File: src/rtl/xb_subband_wr.sv
// xb_subband_wr: write-back stage for the level-2 wavelet subbands.
// Buffers {2h_h, 2h_l, 2l_h, 2l_l} sample sets in a small FIFO and serializes
// them as 16-bit words, one band region per band, onto the DDR write port.
module xb_subband_wr #(
  parameter int unsigned DEPTH     = 8,
  parameter int unsigned ADDR_W    = 24,
  parameter int unsigned BASE_ADDR = 0,
  parameter int unsigned BAND_SIZE = 4096
) (
  input  logic              phy_clk_0,
  input  logic              reset,
  input  logic              in_valid,
  input  logic [15:0]       data_2l_l,
  input  logic [15:0]       data_2l_h,
  input  logic [15:0]       data_2h_l,
  input  logic [15:0]       data_2h_h,
  input  logic              finish_in,
  input  logic              wr_ready,
  output logic              wr_en,
  output logic [15:0]       wr_data,
  output logic [ADDR_W-1:0] wr_addr,
  output logic              overflow,
  output logic              done
);

  localparam int unsigned PtrW = (DEPTH > 1) ? $clog2(DEPTH) : 1;
  localparam int unsigned CntW = $clog2(DEPTH + 1);
  localparam int unsigned IdxW = (BAND_SIZE > 1) ? $clog2(BAND_SIZE) : 1;

  typedef enum logic [0:0] {StIdle, StSend} state_e;

  logic [63:0]       mem_q [DEPTH];
  logic [PtrW-1:0]   wr_ptr_q, rd_ptr_q, rd_ptr_nxt;
  logic [CntW-1:0]   count_q, count_d;
  state_e            state_q;
  logic [1:0]        band_q, band_nxt;
  logic [IdxW-1:0]   idx_q, idx_inc;
  logic              fin_q, fin_d;
  logic              overflow_q, done_q;
  logic              wr_en_q;
  logic [15:0]       wr_data_q;
  logic [ADDR_W-1:0] wr_addr_q;

  logic [63:0] in_set, head_set, next_set;
  logic        fifo_full, fifo_empty, xfer, pop, push;

  function automatic logic [15:0] band_word(input logic [63:0] set, input logic [1:0] band);
    return set[{band, 4'b0000} +: 16];
  endfunction

  // Wraps modulo 2^ADDR_W through the sized casts.
  function automatic logic [ADDR_W-1:0] band_addr(input logic [1:0] band,
                                                  input logic [IdxW-1:0] idx);
    return ADDR_W'(BASE_ADDR) + ADDR_W'(band) * ADDR_W'(BAND_SIZE) + ADDR_W'(idx);
  endfunction

  assign in_set     = {data_2h_h, data_2h_l, data_2l_h, data_2l_l};
  assign fifo_full  = (count_q == CntW'(DEPTH));
  assign fifo_empty = (count_q == '0);
  assign xfer       = (state_q == StSend) && wr_en_q && wr_ready;
  assign pop        = xfer && (band_q == 2'd3);
  assign push       = in_valid && (!fifo_full || pop);
  assign rd_ptr_nxt = rd_ptr_q + PtrW'(1);
  assign band_nxt   = band_q + 2'd1;
  assign idx_inc    = (idx_q == IdxW'(BAND_SIZE - 1)) ? '0 : idx_q + IdxW'(1);
  assign head_set   = mem_q[rd_ptr_q];
  // With only the popped head left, the new head is the set being pushed this edge.
  assign next_set   = (count_q > CntW'(1)) ? mem_q[rd_ptr_nxt] : in_set;
  assign fin_d      = fin_q | finish_in;

  // Occupancy after this edge; simultaneous push and pop cancel.
  always_comb begin
    count_d = count_q;
    if (push && !pop) begin
      count_d = count_q + CntW'(1);
    end else if (pop && !push) begin
      count_d = count_q - CntW'(1);
    end
  end

  // Sample-set storage; contents need no reset since occupancy guards reads.
  always_ff @(posedge phy_clk_0) begin
    if (push) begin
      mem_q[wr_ptr_q] <= in_set;
    end
  end

  // FIFO pointers, occupancy and the sticky finish/overflow/done flags.
  always_ff @(posedge phy_clk_0) begin
    if (!reset) begin
      wr_ptr_q   <= '0;
      rd_ptr_q   <= '0;
      count_q    <= '0;
      fin_q      <= 1'b0;
      overflow_q <= 1'b0;
      done_q     <= 1'b0;
    end else begin
      if (push) begin
        wr_ptr_q <= wr_ptr_q + PtrW'(1);
      end
      if (pop) begin
        rd_ptr_q <= rd_ptr_nxt;
      end
      count_q <= count_d;
      fin_q   <= fin_d;
      if (in_valid && !push) begin
        overflow_q <= 1'b1;
      end
      // An empty FIFO after this edge implies the drain FSM is idle after it too.
      if (fin_d && (count_d == '0)) begin
        done_q <= 1'b1;
      end
    end
  end

  // Drain FSM with registered write-port outputs.
  always_ff @(posedge phy_clk_0) begin
    if (!reset) begin
      state_q   <= StIdle;
      band_q    <= 2'd0;
      idx_q     <= '0;
      wr_en_q   <= 1'b0;
      wr_data_q <= '0;
      wr_addr_q <= ADDR_W'(BASE_ADDR);
    end else begin
      unique case (state_q)
        StIdle: begin
          if (!fifo_empty) begin
            band_q    <= 2'd0;
            wr_en_q   <= 1'b1;
            wr_data_q <= band_word(head_set, 2'd0);
            wr_addr_q <= band_addr(2'd0, idx_q);
            state_q   <= StSend;
          end
        end
        StSend: begin
          if (xfer) begin
            if (band_q != 2'd3) begin
              band_q    <= band_nxt;
              wr_data_q <= band_word(head_set, band_nxt);
              wr_addr_q <= band_addr(band_nxt, idx_q);
            end else begin
              band_q <= 2'd0;
              idx_q  <= idx_inc;
              if ((count_q > CntW'(1)) || push) begin
                wr_data_q <= band_word(next_set, 2'd0);
                wr_addr_q <= band_addr(2'd0, idx_inc);
              end else begin
                wr_en_q <= 1'b0;
                state_q <= StIdle;
              end
            end
          end
        end
        default: state_q <= StIdle;
      endcase
    end
  end

  assign wr_en    = wr_en_q;
  assign wr_data  = wr_data_q;
  assign wr_addr  = wr_addr_q;
  assign overflow = overflow_q;
  assign done     = done_q;

endmodule

File: config.mk
export PLATFORM = sky130hd
export DESIGN_NAME = xb_subband_wr
export DESIGN_NICKNAME = d
export VERILOG_FILES = /design/src/rtl/xb_subband_wr.sv
export SDC_FILE = /design/constraint.sdc
export NUM_CORES = 1
export LEC_CHECK = 0
export ABC_AREA = 1
export ABC_CLOCK_PERIOD_IN_PS = 15000
export CORE_MARGIN = 3
export CORE_UTILIZATION = 50
export CTS_BUF_LIST = sky130_fd_sc_hd__clkbuf_8
export CTS_CLUSTER_SIZE = 8
export DETAILED_ROUTE_END_ITERATION = 7
export GPL_TIMING_DRIVEN = 0
export PLACE_DENSITY_LB_ADDON = 0.08
export SYNTH_ARGS = -nofsm -noshare
export SYNTH_HDL_FRONTEND = slang
export SYNTH_SLANG_ARGS = --single-unit
File: constraint.sdc
create_clock -name phy_clk_0 -period 15 [get_ports phy_clk_0]
set_input_delay 3.75 -clock phy_clk_0 [delete_from_list [all_inputs] [get_ports phy_clk_0]]
set_output_delay 3.75 -clock phy_clk_0 [all_outputs]
set_load 0.01 [all_outputs]
; ---- After elaboration in Yosys (flattened, before gate mapping)
; Memory sizes are Yosys's and may differ from the RTL's. A register that Yosys moved wholly into a read port is not among the register bits.
; Index checks and enable logic that the tools add are counted.
[classes]
add_sub_neg = 7
order_cmp = 1
eq_ne = 9
shift = 1
muxes = 32
n_bitwise = 3
n_reduce_logical = 19
[ops]
columns = op, count
row1 = two-way mux 24 bit, 4
row2 = two-way mux 16 bit, 5
row3 = variable part select 64 x 7 -> 16 bit, 1
row4 = one-hot mux 24 bit (2 select lines), 1
row5 = one-hot mux 16 bit (2 select lines), 1
row6 = adder 14 x 12 -> 15 bit, 1
row7 = "adder 12 x 1 -> 12 bit, second input constant", 1
row8 = "== test 12 bit, second input constant", 1
row9 = two-way mux 12 bit, 1
row10 = two-way mux 1 bit, 10
row11 = logical AND 1 bit, 8
row12 = logical NOT 4 bit, 2
row13 = two-way mux 4 bit, 2
row14 = "!= test 2 bit, second input constant", 4
row15 = "adder 3 x 1 -> 3 bit, second input constant", 2
row16 = two-way mux 2 bit, 3
row17 = two-way mux 3 bit, 2
row18 = AND reduction 3 bit, 2
row19 = "adder 4 x 1 -> 4 bit, second input constant", 1
row20 = "== test 4 bit, second input constant", 1
row21 = "> comparator 4 x 1 -> 1 bit, second input constant", 1
row22 = one-hot mux 1 bit (2 select lines), 2
row23 = one-hot mux 2 bit (2 select lines), 1
row24 = AND reduction 4 bit, 1
row25 = 10 further kinds, 14
[word_totals]
reg_bits = 69
ramBits = 512
out_inout_bits = 43
wordCells = 85
memories = 1
[mem_list]
columns = memory, depth, word_bits, rd, rd_clocked_by_memory_dff, write_ports, line
row1 = mem_q, 8, 64, 2, 1, 1, 32  ; logic [63:0] mem_q [DEPTH];

; ---- Depth between registers and ports, before layout
[depth]
word_depth = 11
ltp_mapped = 13
depth_no_buf = 12

; ---- Least setup slack after synthesis
; Ideal clock, no wire load.
[synth_timing]
path_type = input to register
from = input port wr_ready
to = memory mem_q[0][0], enable pin
t_arrival_ps = 6916
path_slack_ps = 7598
stages = 6
path_cell_list = nand4_1 > nand2_2 > nand2_4 > inv_1 > nand2_1 > nor2_1
[synth_between]
elab_chain_cells = 6
[synth_lines]
columns = element, line
row1 = "start, declared", 18  ; input logic wr_ready,
row2 = logical AND 1 bit, 60  ; assign xfer = (state_q == StSend) && wr_en_q && wr_ready;
row3 = logical AND 1 bit, 61  ; assign pop = xfer && (band_q == 2'd3);
row4 = logical OR 1 bit, 62  ; assign push = in_valid && (!fifo_full || pop);
row5 = logical AND 1 bit, 62
row6 = two-way mux 1 bit, 83  ; if (push) begin
row7 = two-way mux 1 bit (not written as such), 84  ; mem_q[wr_ptr_q] <= in_set;
row8 = "end, declared", 32
; Every way passes these cells.

; ---- Worst setup path after layout
[layout_timing]
from = input port wr_ready
to = memory mem_q[4][37], enable pin
; Same word-level chain as after synthesis.

==> flow_metrics.py <==
metrics = {
    "detailed_routing": {
        "vias_per_cell": 5.58,
        "routed_wirelength_um": 78600,
        "vias": 20100,
        "drt_iter0_markers": 2343,
        "post_drt_wl_per_cell_um": 21.8,
        "route.antenna.remaining_nets": 0,
        "drtPass1Iterations": 6,
        "drc": 0,
    },
    "pwr": {
        "leakage_nw": 11.8,
        "peakVddDrop_mv": 0.0762,
        "pwr_density_cell_nw_per_um2": 109,
    },
    "layout": {
        "post_route_cells_drive_above_1_share_pct": 10.3,
        "num-fill-cells": 4323,
        "final_design_area_no_fill_um2": 29800,
        "synthToLayoutAreaGrowth_pct": 15.7,
        "mostFrequentLayoutCell": "nand2_1",
        "final_cell_mix": "892 x nand2_1, 530 x nand3_1, 512 x edfxtp_1, 212 x inv_1, 101 x clkdlybuf4s50_1",
        "nets": 2939,
        "insertedDiodeCount": 0,
    },
    "worst_setup_path": {
        "timing.critical_path.arrival_ps": 6150,
        "kind_of_end_point_of_the_critical_path": "flip-flop",
        "rr_endpoint": "mem_q[4][37]$_DFFE_PP_",
        "regToRegSetupSlack_ps": 11910,
        "crit_type": "in -> reg",
        "worst_r2r_startpoint": "count_q[0]$_SDFF_PN0_",
        "cp.required_ps": 15350,
        "ff2ff_path_depth": 10,
        "setup.worst_path.start_class": "input port",
        "worstPathMaxFanout": 23,
    },
    "clocking": {
        "cts_root_buffer": "clkbuf_8",
        "clock_latency_reported_for_the_late_side_of_the_worst_skew_pair_ps": 690,
        "post_cts_buffers": 0,
        "clock_buffer_count_from_cts": 94,
        "ctsLongestPathBuffers": 3,
        "number_of_instances_resized_during_post_cts_repair": 0,
        "clkTransAtPathRegs_ps": 60,
        "clock_tree_from_tritoncts": "done",
        "postCtsHoldBufs": 0,
        "clkSinkCount": 574,
        "cts-htree-levels": 3,
    },
    "grt": {
        "maximum_number_of_pins_on_one_net_before_global_route_repair": 27,
        "grt_pass1_wl_um": 117000,
        "grt.total_usage_pct": 29.0,
        "grt_pass1_vias": 19400,
        "initial_antenna_violation_count": 0,
        "grt_overflow_total": 0,
    },
    "sta": {
        "slew_headroom_pct": 34.2,
        "final.min_clock_period_ps": 5800,
        "clock.fmax_mhz": 172,
        "finClkSkew_ps": 41.7,
        "setup_viol": 0,
        "fin_setup_tns_ps": 0,
        "hold_viol": 0,
        "max_slew.worst_pin.slew_ps": 985,
        "timing.final.crit_share_pct": 38.7,
        "rsz_0062_raised_after_global_routing": "false",
        "timing.final.max_slew_violations": 0,
    },
    "floorplan": {
        "rows": 82,
        "io_pins": 112,
        "initial_core_util_pct": 51.0,
        "area_of_the_die_um2": 54300,
        "core_region_area_um2": 50600,
        "die_width_um": 233,
        "die-height_um": 233,
    },
    "outcome": {
        "result_of_the_run": "completed",
    },
    "synth": {
        "synth_async_sr_flop_share_pct": 0,
        "postSynthCellCount": 2635,
        "synth.ff_latch_count": 574,
        "edff_count_synth": 512,
        "postSynth.topFlopCell": "edfxtp_1",
        "netlist.area_leader.share_pct": 59.6,
        "post_synth_num_cell_types": 40,
        "synthDominantAreaCellType": "edfxtp_1",
        "share_of_synthesized_area_occupied_by_flip_flops_and_latches_pct": 64.4,
        "synth.yosys.warnings": 0,
        "post_synthesis_cell_area_um2": 25800,
        "netlist_top_cells_area": "edfxtp_1 60%, nand2_1 13%, nand3_1 10%",
        "average_size_of_a_mapped_cell_um2": 9.79,
    },
    "place": {
        "gp_congestion": 0.925,
        "numPortBuffers": 101,
        "dp_hpwl_um": 54300,
        "dpl-instance-area_um2": 28200,
    },
    "hold_path": {
        "hp-class": "reg -> reg",
        "hold_path_end": "done$_SDFFE_PN0P_",
        "worst_hold_startpoint": "done$_SDFFE_PN0P_",
        "timing.hold.worst_path_depth": 2,
    },
    "flow_run": {
        "cap_viol_max_count": 0,
    },
}
-- worst max-delay path: stages --
cell             delay (ps)
clkdlybuf4s50_1         510
nand4_1                 140
nand2_2                 110
nand2_4                  90
inv_1                   120
nand2_1                 260
nor2_4                  820
buf_12                  280
-- stage by stage --
step,hold slack [ps],power [mW],cells,utilization [%],setup slack (ps)
6_report,451,3.24,3604,59.0,9200
2_1_floorplan,422,1.94,2644,-,7600
3_5_place_dp,446,2.06,3439,55.8,8560
5_1_grt,485,3.36,3604,59.0,9130
4_1_cts,454,3.26,3604,59.0,9270
3_3_place_gp,435,2.05,3417,54.7,4180
-- per-layer routing --
layer | global-route usage (%) | vias to the layer above | share of wire, %
li1 | - | 9316 | -
met1 | 39.5 | 9564 | 41
met2 | 46.0 | 1033 | 46
met3 | 5.57 | 201 | 9.6
met4 | 12.2 | 0 | 3.9
met5 | 0 | - | 0
-- sequential cells by signal (all words and copies together) (netlist names), 2 cells and up, named ones only --
name,flops
band_q,2
rd_ptr_q,3
wr_addr,14
idx_q,12
wr_ptr_q,3
count_q,4
wr_data,16
mem_q,512
-- where the power goes --
| group | switching, mW | internal [mW] | leakage [nW] |
|---|---|---|---|
| Combinational | 0.140 | 0.0835 | 5.74 |
| Clock | 0.619 | 0.596 | 0.950 |
| Sequential | 0.0179 | 1.78 | 5.16 |
-- layout make-up --
cell class	count	area (um2)	area share [%]
tap	672	841	2.82
timing repair buffer	123	1490	4.99
buffer	161	893	2.99
clock inverter	68	288	0.965
sequential	574	16600	55.7
multi-input combinational	1710	7610	25.5
inverter	199	759	2.55
clock buffer	97	1340	4.48
-- synth_stat cells, types with 3 or more instances --
cell type,n
xor2_1,8
ha_1,7
nor3_1,4
inv_2,18
buf_1,14
buf_6,7
edfxtp_1,512
inv_1,176
o21ai_0,42
dfxtp_1,62
clkbuf_1,35
a21oi_1,42
nand2_1,892
o21ai_1,34
a21oi_2,16
buf_2,69
nand3_1,530
nor2_1,105
nand2_2,3
buf_4,34
-- worst max-delay path by stage --
stage / slack [ps] / cells past startpoint / end / startpoint
after global routing: 9130 / 8 / mem_q[4][49]$_DFFE_PP_ / wr_ready
after CTS: 9270 / 8 / mem_q[4][35]$_DFFE_PP_ / wr_ready
after detailed placement: 8560 / 8 / mem_q[4][36]$_DFFE_PP_ / wr_ready
after global placement: 4180 / 7 / mem_q[0][35]$_DFFE_PP_ / wr_ready
final: 9200 / 8 / mem_q[4][37]$_DFFE_PP_ / wr_ready
after floorplan: 7600 / 6 / mem_q[0][0]$_DFFE_PP_ / wr_ready
-- kinds of logic (layout without fill, tap and decap cells) --
group | after synthesis | in the layout | synth area share (%)
compound gates | 138 | 138 | 3.00
flops | 574 | 574 | 64.4
other cells | 1 | 10 | 0.0145
xor+xnor | 10 | 10 | 0.398
buf+inv | 360 | 648 | 6.41
simple gates | 1545 | 1545 | 25.4
fa+ha+maj | 7 | 7 | 0.340
(Power assumes the default switching activity.)
